$ cat config.mk
export PLATFORM = sky130hd
export DESIGN_NAME = bsg_arb_burst_lock
export DESIGN_NICKNAME = d
export VERILOG_FILES = /design/src/rtl/bsg_arb_burst_lock.sv
export SDC_FILE = /design/constraint.sdc
export NUM_CORES = 1
export LEC_CHECK = 0
export ABC_CLOCK_PERIOD_IN_PS = 2200
export CAP_MARGIN = 40
export CORE_ASPECT_RATIO = 1.4
export CORE_UTILIZATION = 30
export DETAILED_ROUTE_END_ITERATION = 10
export PLACE_DENSITY = 0.82
export SLEW_MARGIN = 30
export SYNTH_ARGS = -nofsm -noshare
export SYNTH_HDL_FRONTEND = slang
export SYNTH_SLANG_ARGS = --single-unit
$ cat constraint.sdc
create_clock -name clk_i -period 2.2 [get_ports clk_i]
set_input_delay 0.44 -clock clk_i [delete_from_list [all_inputs] [get_ports clk_i]]
set_output_delay 0.44 -clock clk_i [all_outputs]
set_load 0.01 [all_outputs]
$ cat src/rtl/bsg_arb_burst_lock.sv
// bsg_arb_burst_lock
//
// Shares one valid/ready output channel among inputs_p requesters. A fixed-priority
// pick is made among valid requesters. Once the winner's first beat is accepted, the
// grant is locked to it until its last beat is accepted. Multi-beat bursts from
// different sources therefore never interleave on the shared channel.
//
// Optional feature (macro BSG_ARB_BURST_LOCK_TIMEOUT_EN):
//   When defined, a watchdog counts LOCKED cycles with no accepted beat. After timeout_p
//   such cycles it forces the lock back to IDLE and pulses timeout_o for one cycle.
//   When undefined, no counter is built, timeout_o is tied 0 and a lock is held
//   indefinitely.
//
// Parameters:
//   inputs_p   - number of requesters (>= 1)
//   width_p    - data width per beat
//   lo_to_hi_p - 1: index 0 has highest priority; 0: index inputs_p-1 has highest priority
//   timeout_p  - watchdog limit in stalled cycles (>= 2)
//
// Ports:
//   clk_i      - clock
//   reset_n_i  - synchronous active-low reset
//   v_i        - per-requester beat valid
//   last_i     - per-requester "this beat ends the burst"
//   data_i     - per-requester beat data, slice k is [k*width_p +: width_p]
//   yumi_o     - one-hot, beat consumed from requester k
//   v_o        - output beat valid
//   last_o     - output beat is the last of its burst
//   data_o     - output beat data
//   ready_i    - downstream accepts a beat this cycle
//   grant_id_o - index of the requester currently driving v_o/data_o
//   locked_o   - burst in progress (registered)
//   timeout_o  - one-cycle pulse on a forced lock release (registered)

module bsg_arb_burst_lock #(
    parameter int unsigned inputs_p   = 4,
    parameter int unsigned width_p    = 8,
    parameter bit          lo_to_hi_p = 1'b1,
    parameter int unsigned timeout_p  = 16,
    localparam int unsigned IdW       = (inputs_p > 1) ? $clog2(inputs_p) : 1
) (
    input  logic                          clk_i,
    input  logic                          reset_n_i,
    input  logic [inputs_p-1:0]           v_i,
    input  logic [inputs_p-1:0]           last_i,
    input  logic [inputs_p*width_p-1:0]   data_i,
    output logic [inputs_p-1:0]           yumi_o,
    output logic                          v_o,
    output logic                          last_o,
    output logic [width_p-1:0]            data_o,
    input  logic                          ready_i,
    output logic [IdW-1:0]                grant_id_o,
    output logic                          locked_o,
    output logic                          timeout_o
);

    typedef enum logic [0:0] {StIdle, StLocked} state_e;

    state_e         state_q, state_d;
    logic [IdW-1:0] own_q, own_d;
    logic [IdW-1:0] win;
    logic [IdW-1:0] sel;
    logic           fire;
    logic           expire;

    // Fixed-priority pick among valid requesters; defaults to 0 when none are valid.
    always_comb begin
        int unsigned idx;
        logic        found;
        win   = '0;
        found = 1'b0;
        idx   = 0;
        for (int unsigned k = 0; k < inputs_p; k++) begin
            idx = lo_to_hi_p ? k : (inputs_p - 1 - k);
            if (!found && v_i[idx]) begin
                win   = idx[IdW-1:0];
                found = 1'b1;
            end
        end
    end

    // State register.
    always_ff @(posedge clk_i) begin
        if (!reset_n_i) begin
            state_q <= StIdle;
            own_q   <= '0;
        end else begin
            state_q <= state_d;
            own_q   <= own_d;
        end
    end

    // Next-state logic.
    always_comb begin
        state_d = state_q;
        own_d   = own_q;
        case (state_q)
            StIdle: begin
                // Single-beat bursts never take the lock.
                if (fire && !last_o) begin
                    state_d = StLocked;
                    own_d   = sel;
                end
            end
            StLocked: begin
                // An accepted beat takes precedence over the watchdog.
                if (fire) begin
                    if (last_o) begin
                        state_d = StIdle;
                    end
                end else if (expire) begin
                    state_d = StIdle;
                end
            end
            default: state_d = StIdle;
        endcase
    end

    // Output logic; purely combinational from v_i/ready_i through the selected requester.
    always_comb begin
        sel        = (state_q == StLocked) ? own_q : win;
        v_o        = reset_n_i & v_i[sel];
        last_o     = reset_n_i & last_i[sel];
        data_o     = data_i[sel*width_p +: width_p];
        grant_id_o = sel;
        fire       = v_o & ready_i;
        yumi_o     = '0;
        yumi_o[sel] = fire;
        locked_o   = (state_q == StLocked);
    end

`ifdef BSG_ARB_BURST_LOCK_TIMEOUT_EN
    localparam int unsigned CntW = $clog2(timeout_p + 1);

    logic [CntW-1:0] cnt_q, cnt_d;
    logic            timeout_q;

    always_comb begin
        expire = (state_q == StLocked) && !fire && (cnt_q == CntW'(timeout_p - 1));
        // Counter only runs while locked and stalled; any beat, entry or expiry clears it.
        if ((state_q != StLocked) || fire || expire) begin
            cnt_d = '0;
        end else begin
            cnt_d = cnt_q + 1'b1;
        end
    end

    always_ff @(posedge clk_i) begin
        if (!reset_n_i) begin
            cnt_q     <= '0;
            timeout_q <= 1'b0;
        end else begin
            cnt_q     <= cnt_d;
            timeout_q <= expire;
        end
    end

    assign timeout_o = timeout_q;
`else
    assign expire    = 1'b0;
    assign timeout_o = 1'b0;
`endif

endmodule
# Yosys cells after proc, flatten, opt, wreduce, memory -nomap -nowiden
# Cells that the tools add are included.
dict set report word_totals {
  ff_bits 3
  latch_bits 0
  ram_bits 0
  mem_bits_ro 0
  out_inout_bits 18
  memories 0
}
dict set report classes {
  add_sub_neg 0
  mul 0
  div_mod_pow 0
  order_cmp 2
  eq_ne 0
  n_shift 1
  mux 17
  bitwise 5
  reduce_logical 10
}
# cell n
set op_table {}
lappend op_table {{$shiftx A32 B6 Y8} 1}
lappend op_table {{$mux W1} 10}
lappend op_table {{$mux W2} 3}
lappend op_table {{$logic_and A1 B1 Y1} 5}
lappend op_table {{$and A4 B4 Y4} 1}
lappend op_table {{$bmux W1 S2} 2}
lappend op_table {{$logic_not A1 Y1} 4}
lappend op_table {{$and A1 B1 Y1} 3}
lappend op_table {{$lt A2 B3 Y1 const B} 1}
lappend op_table {{$demux W1 S2} 1}
lappend op_table {{$ge A2 B1 Y1 const B} 1}
lappend op_table {{$pmux W1 S2} 1}
lappend op_table {{$reduce_and A2 Y1} 1}
lappend op_table {{$not A1 Y1} 1}

# Depth between registers and ports, before layout
# Gate-level depths: netlist of run 1.
dict set report depth {
  word_depth 18
  depth_mapped 8
  mapped_depth_nobuf 6
}

# Worst setup path after synthesis of run 1
# Ideal clock, no wire load.
dict set report synth_path {
  kind {reg-to-output}
  start {register (tool-made name)}
  end {output port data_o[7]}
  arrival_time_ns 1.647
  required_time_ns 1.760
  slack_ns 0.113
  stages_incl_launch_ff 9
  path_cell_list {dfxtp_1 buf_6 nand2b_1 o211ai_2 inv_1 buf_2 buf_1 nor2_1 a21oi_1}
}
# element line_no
set synth_lines {}
lappend synth_lines {{end, declared} 50} ;# output logic [width_p-1:0] data_o,

==> results.py, run 1 <==
metrics = {
    "drt": {
        "drt_iter0_drc": 38,
        "wl_mm": 3.47,
        "avgViaCountPerCell": 5.49,
        "first_pass_iters": 4,
        "vias": 1131,
        "antenna_left": 0,
        "wire_per_inst_um": 16.9,
        "remaining_drc_errors": 0,
    },
    "timing": {
        "rsz0062_at_grt": "true",
        "slew_viol_final": 0,
        "finalCriticalPeriod_ns": 2.46,
        "hold-worst-slack_ns": 0.544,
        "final_hold_viol_count": 0,
        "fin_ws_ns": -0.264,
        "finalSetupViolCount": 11,
        "min_period_over_period_pct": 112,
        "skew_ns": 0.00544,
        "clock.fmax_mhz": 406,
    },
    "final_layout": {
        "antennaDiodeCount": 0,
        "drive_gt1_share_pct": 45.4,
        "area_growth_pct": 146,
        "final_nets": 229,
    },
    "floorplan": {
        "die_w_um": 41.5,
        "rows": 19,
        "die_h_um": 57.4,
        "die_area_um2": 2380,
        "core-area_um2": 2020,
        "start_util_pct": 32.5,
        "pin_count": 61,
    },
    "power_and_ir_drop": {
        "ir_drop_mv": 0.312,
        "p_per_area_nw_per_um2": 377,
        "p_leak_nw": 0.740,
    },
    "cts": {
        "clkTransAtPathRegs_ns": 0.04,
        "clock_latency_ns": 0.24,
        "cts_max_level": 1,
        "numCtsBuffers": 3,
        "cts_hold_buf": 0,
        "cts.path.max_buffers": 2,
        "cts_sinks": 3,
        "cts_root_buf": "clkbuf_4",
        "cts_tree": "built",
    },
    "run_status": {
        "status": "finished, violations left",
        "violations": "negative setup slack",
    },
    "synthesis": {
        "synth_area_um2": 657,
        "netlist_instances": 87,
        "netlist.area_leader.share_pct": 18.3,
        "synth_edf_count": 0,
        "synth-seq-area-share_pct": 9.14,
        "ys_seq_elements": 3,
        "yosys_warnings": 0,
        "ys.flop_type": "dfxtp_1",
        "yosys-top-cells-area": "mux2i_1, mux2_2, dfxtp_1",
        "synth_nets": 130,
        "synthArstFlopShare_pct": 0,
        "synth_common_cells": "mux2i_1, nor2_1, a21oi_1",
        "yosys.cell_types.count": 29,
        "synth.avg_cell_area_um2": 7.55,
        "synth.largest_area_cell": "mux2i_1",
    },
    "worst_setup_path": {
        "worst-path-max-fanout": 5,
        "cp.arrival_ns": 2.02,
        "crit_type": "reg2out",
        "worst_setup_path_end_kind": "output port",
        "startpoint_type": "register",
        "critical_path_required_ns": 1.76,
    },
    "global_routing": {
        "grtUsageTotal_pct": 26.5,
        "antenna_found_initial": 0,
        "grt_max_degree": 19,
        "grt_pass1_wl_mm": 4.99,
        "grt-ovfl-total": 0,
        "grt_pass1_vias": 1160,
    },
    "place": {
        "dp_hpwl_mm": 1.92,
        "port_buffers": 59,
        "dpl_worst_slack_ns": -0.755,
        "gp_congestion": 0.864,
    },
    "hold_path": {
        "hold_class": "reg2reg",
    },
    "flow_run": {
        "drv_cap": 0,
    },
}
-- placed cells by master (no fill, tap or decap), types with 2 or more instances in the layout --
master,netlist,routed
a211o_1,2,2
inv_1,3,2
nand3_1,3,3
nor2_1,12,6
a21oi_1,10,10
clkbuf_4,0,3
clkdlybuf4s50_1,0,39
nand2_1,4,4
buf_2,1,16
mux2_2,8,2
buf_8,0,3
mux2_4,0,6
buf_4,1,29
clkbuf_2,0,2
nor2_2,0,5
buf_6,3,8
a31oi_1,2,2
dfxtp_1,3,2
nor2b_1,7,6
mux2i_1,12,10
-- metal layers --
| metal | GRT usage (%) | wire length (um) | share of wire (%) | up-vias |
|---|---|---|---|---|
| li1 | - | - | - | 511 |
| met1 | 25.6 | 1160 | 33 | 518 |
| met2 | 52.2 | 1910 | 55 | 91 |
| met3 | 4.11 | 300 | 8.6 | 11 |
| met4 | 13.4 | 102 | 2.9 | 0 |
| met5 | 0 | 0 | 0 | - |
-- path summary, 6_finish.rpt --
kind / start / endpoint / slack, ns / depth (start not counted)
max: register / last_o / -0.26 / 7
min: own_q[0] / own_q[0] / 0.54 / 1
max reg2reg: register / register / 0.11 / 9
min reg2reg: own_q[0] / own_q[0] / 0.54 / 1
-- logic make-up after synthesis --
| group | synth area share [%] |
|---|---|
| and+or+nand+nor | 25.0 |
| AOI/OAI and AO/OA | 24.0 |
| muxes | 32.0 |
| buffers and inverters | 9.33 |
| DFF | 9.14 |
| other | 0.571 |
-- power by group --
group | internal [W] | switching [W]
clock | 0.0000684 | 0.0000358
sequential | 0.0000587 | 0.00000469
combinational | 0.000255 | 0.000187
-- critical path: stages, from the launching register on --
cell and delay [ns]:
dfxtp_4 0.36, o41ai_4 0.48, buf_12 0.18, buf_6 0.11, mux2i_2 0.24, mux2i_1 0.13, and2_1 0.16, buf_2 0.14
-- layout make-up --
cell class | count | area (um2)
clock buffer | 4 | 26.3
inverter | 3 | 11.3
multi-input combinational | 75 | 602
timing repair buffer | 100 | 887
sequential | 3 | 63.8
tap | 21 | 26.3
fill | 118 | 404
-- what timing repair did --
action,in CTS,in global routing
gates cloned,1,0
setup endpoints to repair,17,14
resized for setup,92,19
pin swaps,9,6
hold endpoints to repair,0,0
setup buffers,15,1
-- metrics by stage --
stage | TNS [ns] | cells | cell area, um2 | utilization (%) | total power, W
floorplan | 0 | 87 | 657 | - | 0.000217
global placement | -10.76 | 185 | 1420 | 70.1 | 0.000426
detailed placement | -11.23 | 185 | 1420 | 70.1 | 0.000435
CTS | -1.54 | 205 | 1560 | 77.3 | 0.000563
global route | -2.56 | 206 | 1620 | 80.0 | 0.000641
finish | -1.82 | 206 | 1620 | 80.0 | 0.000610
Note: power is estimated with default switching activity, not from simulation.
==> inputs of run 2 (changes only) <==
--- a/config.mk
+++ b/config.mk
@@ -11,6 +11,7 @@
 export CORE_UTILIZATION = 30
 export DETAILED_ROUTE_END_ITERATION = 10
 export PLACE_DENSITY = 0.82
+export SKIP_CTS_REPAIR_TIMING = 1
 export SLEW_MARGIN = 30
 export SYNTH_ARGS = -nofsm -noshare
 export SYNTH_HDL_FRONTEND = slang
==> run 2 against run 1 <==
The run still ends with negative setup slack left. Die area unchanged. Setup slack better by 0.093 ns. Combinational power barely moved. Count of clock-buffer cells in the layout stayed put. Clock skew grew 0.00076 ns. Sequential power barely moved. Critical endpoint unchanged.
==> results.py, run 2 (synthesis gave the netlist of run 1 again) <==
metrics = {
    "run_status": {
        "status": "finished, violations left",
        "violations": "negative setup slack",
    },
    "cts": {
        "clkTransAtPathRegs_ns": 0.04,
        "cts_max_level": 1,
        "cts_tree": "built",
        "cts_sinks": 3,
        "cts_root_buf": "clkbuf_4",
        "cts.path.max_buffers": 2,
        "numCtsBuffers": 3,
        "clock_latency_ns": 0.24,
    },
    "floorplan": {
        "rows": 19,
        "pin_count": 61,
        "die_h_um": 57.4,
        "die_area_um2": 2380,
        "core-area_um2": 2020,
        "die_w_um": 41.5,
        "start_util_pct": 32.5,
    },
    "hold_path": {
        "hold_class": "reg2reg",
        "whs_path_depth": 1,
        "min_to": "own_q[0]",
        "min-delay-start": "own_q[0]",
    },
    "global_routing": {
        "antenna_found_initial": 0,
        "grt_pass1_wl_mm": 4.06,
        "grt_pass1_vias": 1034,
        "grt-ovfl-total": 0,
        "grt_max_degree": 19,
        "grtUsageTotal_pct": 20.8,
    },
    "drt": {
        "antenna_left": 0,
        "remaining_drc_errors": 0,
        "wire_per_inst_um": 16.4,
        "avgViaCountPerCell": 5.30,
        "wl_met1_mm": 1.11,
        "drt_iter0_drc": 26,
        "highest_layer": "met4",
        "first_pass_iters": 4,
        "wl_mm": 3.26,
        "met3_length_um": 291,
        "wl_met2_mm": 1.72,
        "vias": 1054,
    },
    "timing": {
        "finalSetupViolCount": 10,
        "finalCriticalPeriod_ns": 2.37,
        "min_period_over_period_pct": 108,
        "clock.fmax_mhz": 422,
        "fin_ws_ns": -0.172,
        "skew_ns": 0.00620,
        "final_hold_viol_count": 0,
        "slew_viol_final": 0,
        "rsz0062_at_grt": "true",
    },
    "place": {
        "dp_hpwl_mm": 1.92,
        "port_buffers": 59,
        "gp_congestion": 0.864,
        "dpl.cell_count": 185,
        "dpl_worst_slack_ns": -0.755,
    },
    "worst_setup_path": {
        "startpoint_type": "register",
        "worst-path-max-fanout": 5,
        "cp.arrival_ns": 1.93,
        "critical_path_required_ns": 1.76,
        "r2r-end": "own_q[0]",
        "rr_worst_depth": 8,
        "crit_type": "reg2out",
        "worst_setup_path_end_kind": "output port",
        "r2r_setup_slack_ns": 0.30,
    },
    "flow_run": {
        "drv_cap": 0,
    },
    "power_and_ir_drop": {
        "p_per_area_nw_per_um2": 369,
        "ir_drop_mv": 0.408,
        "p_leak_nw": 0.762,
    },
    "final_layout": {
        "stdcell_count": 199,
        "num-fill-cells": 108,
        "area_growth_pct": 149,
        "final_nets": 222,
        "final_common_cell": "clkdlybuf4s50_1",
        "drive_gt1_share_pct": 46.1,
        "final_cell_mix": "clkdlybuf4s50_1, buf_4, buf_2, mux2i_1, mux2_4",
        "antennaDiodeCount": 0,
    },
}
## run 2: changes by cell type in the layout (fill, tap and decap cells not counted), moves of 3 or more
cell,change
buf_2,-5
dlymetal6s2s_1,+5
nor2_1,-3
buf_6,-4
a21oi_2,+5
a21oi_1,-5
nor2_4,+4
buf_8,-3
## run 2: layer usage
metal	track usage, %	vias up
met5	0	-
met4	5.99	0
met3	3.16	12
met2	39.7	81
met1	23.1	465
li1	-	496
## run 2: worst max path at each step
stage / end / startpoint / cells after the start / slack, ns
2_1_floorplan: data_o[7] / register / 8 / 0.11
3_3_place_gp: data_o[1] / v_i[1] / 7 / -0.72
3_5_place_dp: last_o / v_i[1] / 7 / -0.76
4_1_cts: last_o / v_i[1] / 7 / -0.78
5_1_grt: last_o / register / 7 / -0.23
6_report: last_o / register / 7 / -0.17
## run 2: final cells by class
type,instances,area [um2],area share [%]
Inverter,3,11.3,0.690
Multi-Input combinational cell,75,659,40.4
Timing Repair Buffer,93,846,51.8
Tap cell,21,26.3,1.61
Sequential cell,3,63.8,3.91
Clock buffer,4,26.3,1.61
## run 2: report_power, final
part | internal, W | switching [W] | total [W]
Combinational | 0.000250 | 0.000189 | 0.000440
Clock | 0.0000681 | 0.0000307 | 0.0000988
Sequential | 0.0000588 | 0.00000489 | 0.0000637
## run 2: worst max-delay path: stages (launching register included)
cell and delay, ns:
dfxtp_4 0.36, o41ai_4 0.35, buf_6 0.18, clkbuf_16 0.16, mux2i_4 0.24, mux2i_1 0.12
and2_1 0.15, buf_2 0.13
## run 2: metrics by stage
step | hold slack [ns] | TNS (ns) | utilization, % | total power, W | area (um2)
5_1_grt | 0.523 | -1.75 | 80.8 | 0.000636 | 1630
3_3_place_gp | 0.490 | -10.76 | 70.1 | 0.000426 | 1420
6_report | 0.506 | -0.999 | 80.8 | 0.000602 | 1630
2_1_floorplan | 0.464 | 0 | - | 0.000217 | 657
3_5_place_dp | 0.504 | -11.23 | 70.1 | 0.000435 | 1420
4_1_cts | 0.511 | -10.94 | 71.4 | 0.000538 | 1440
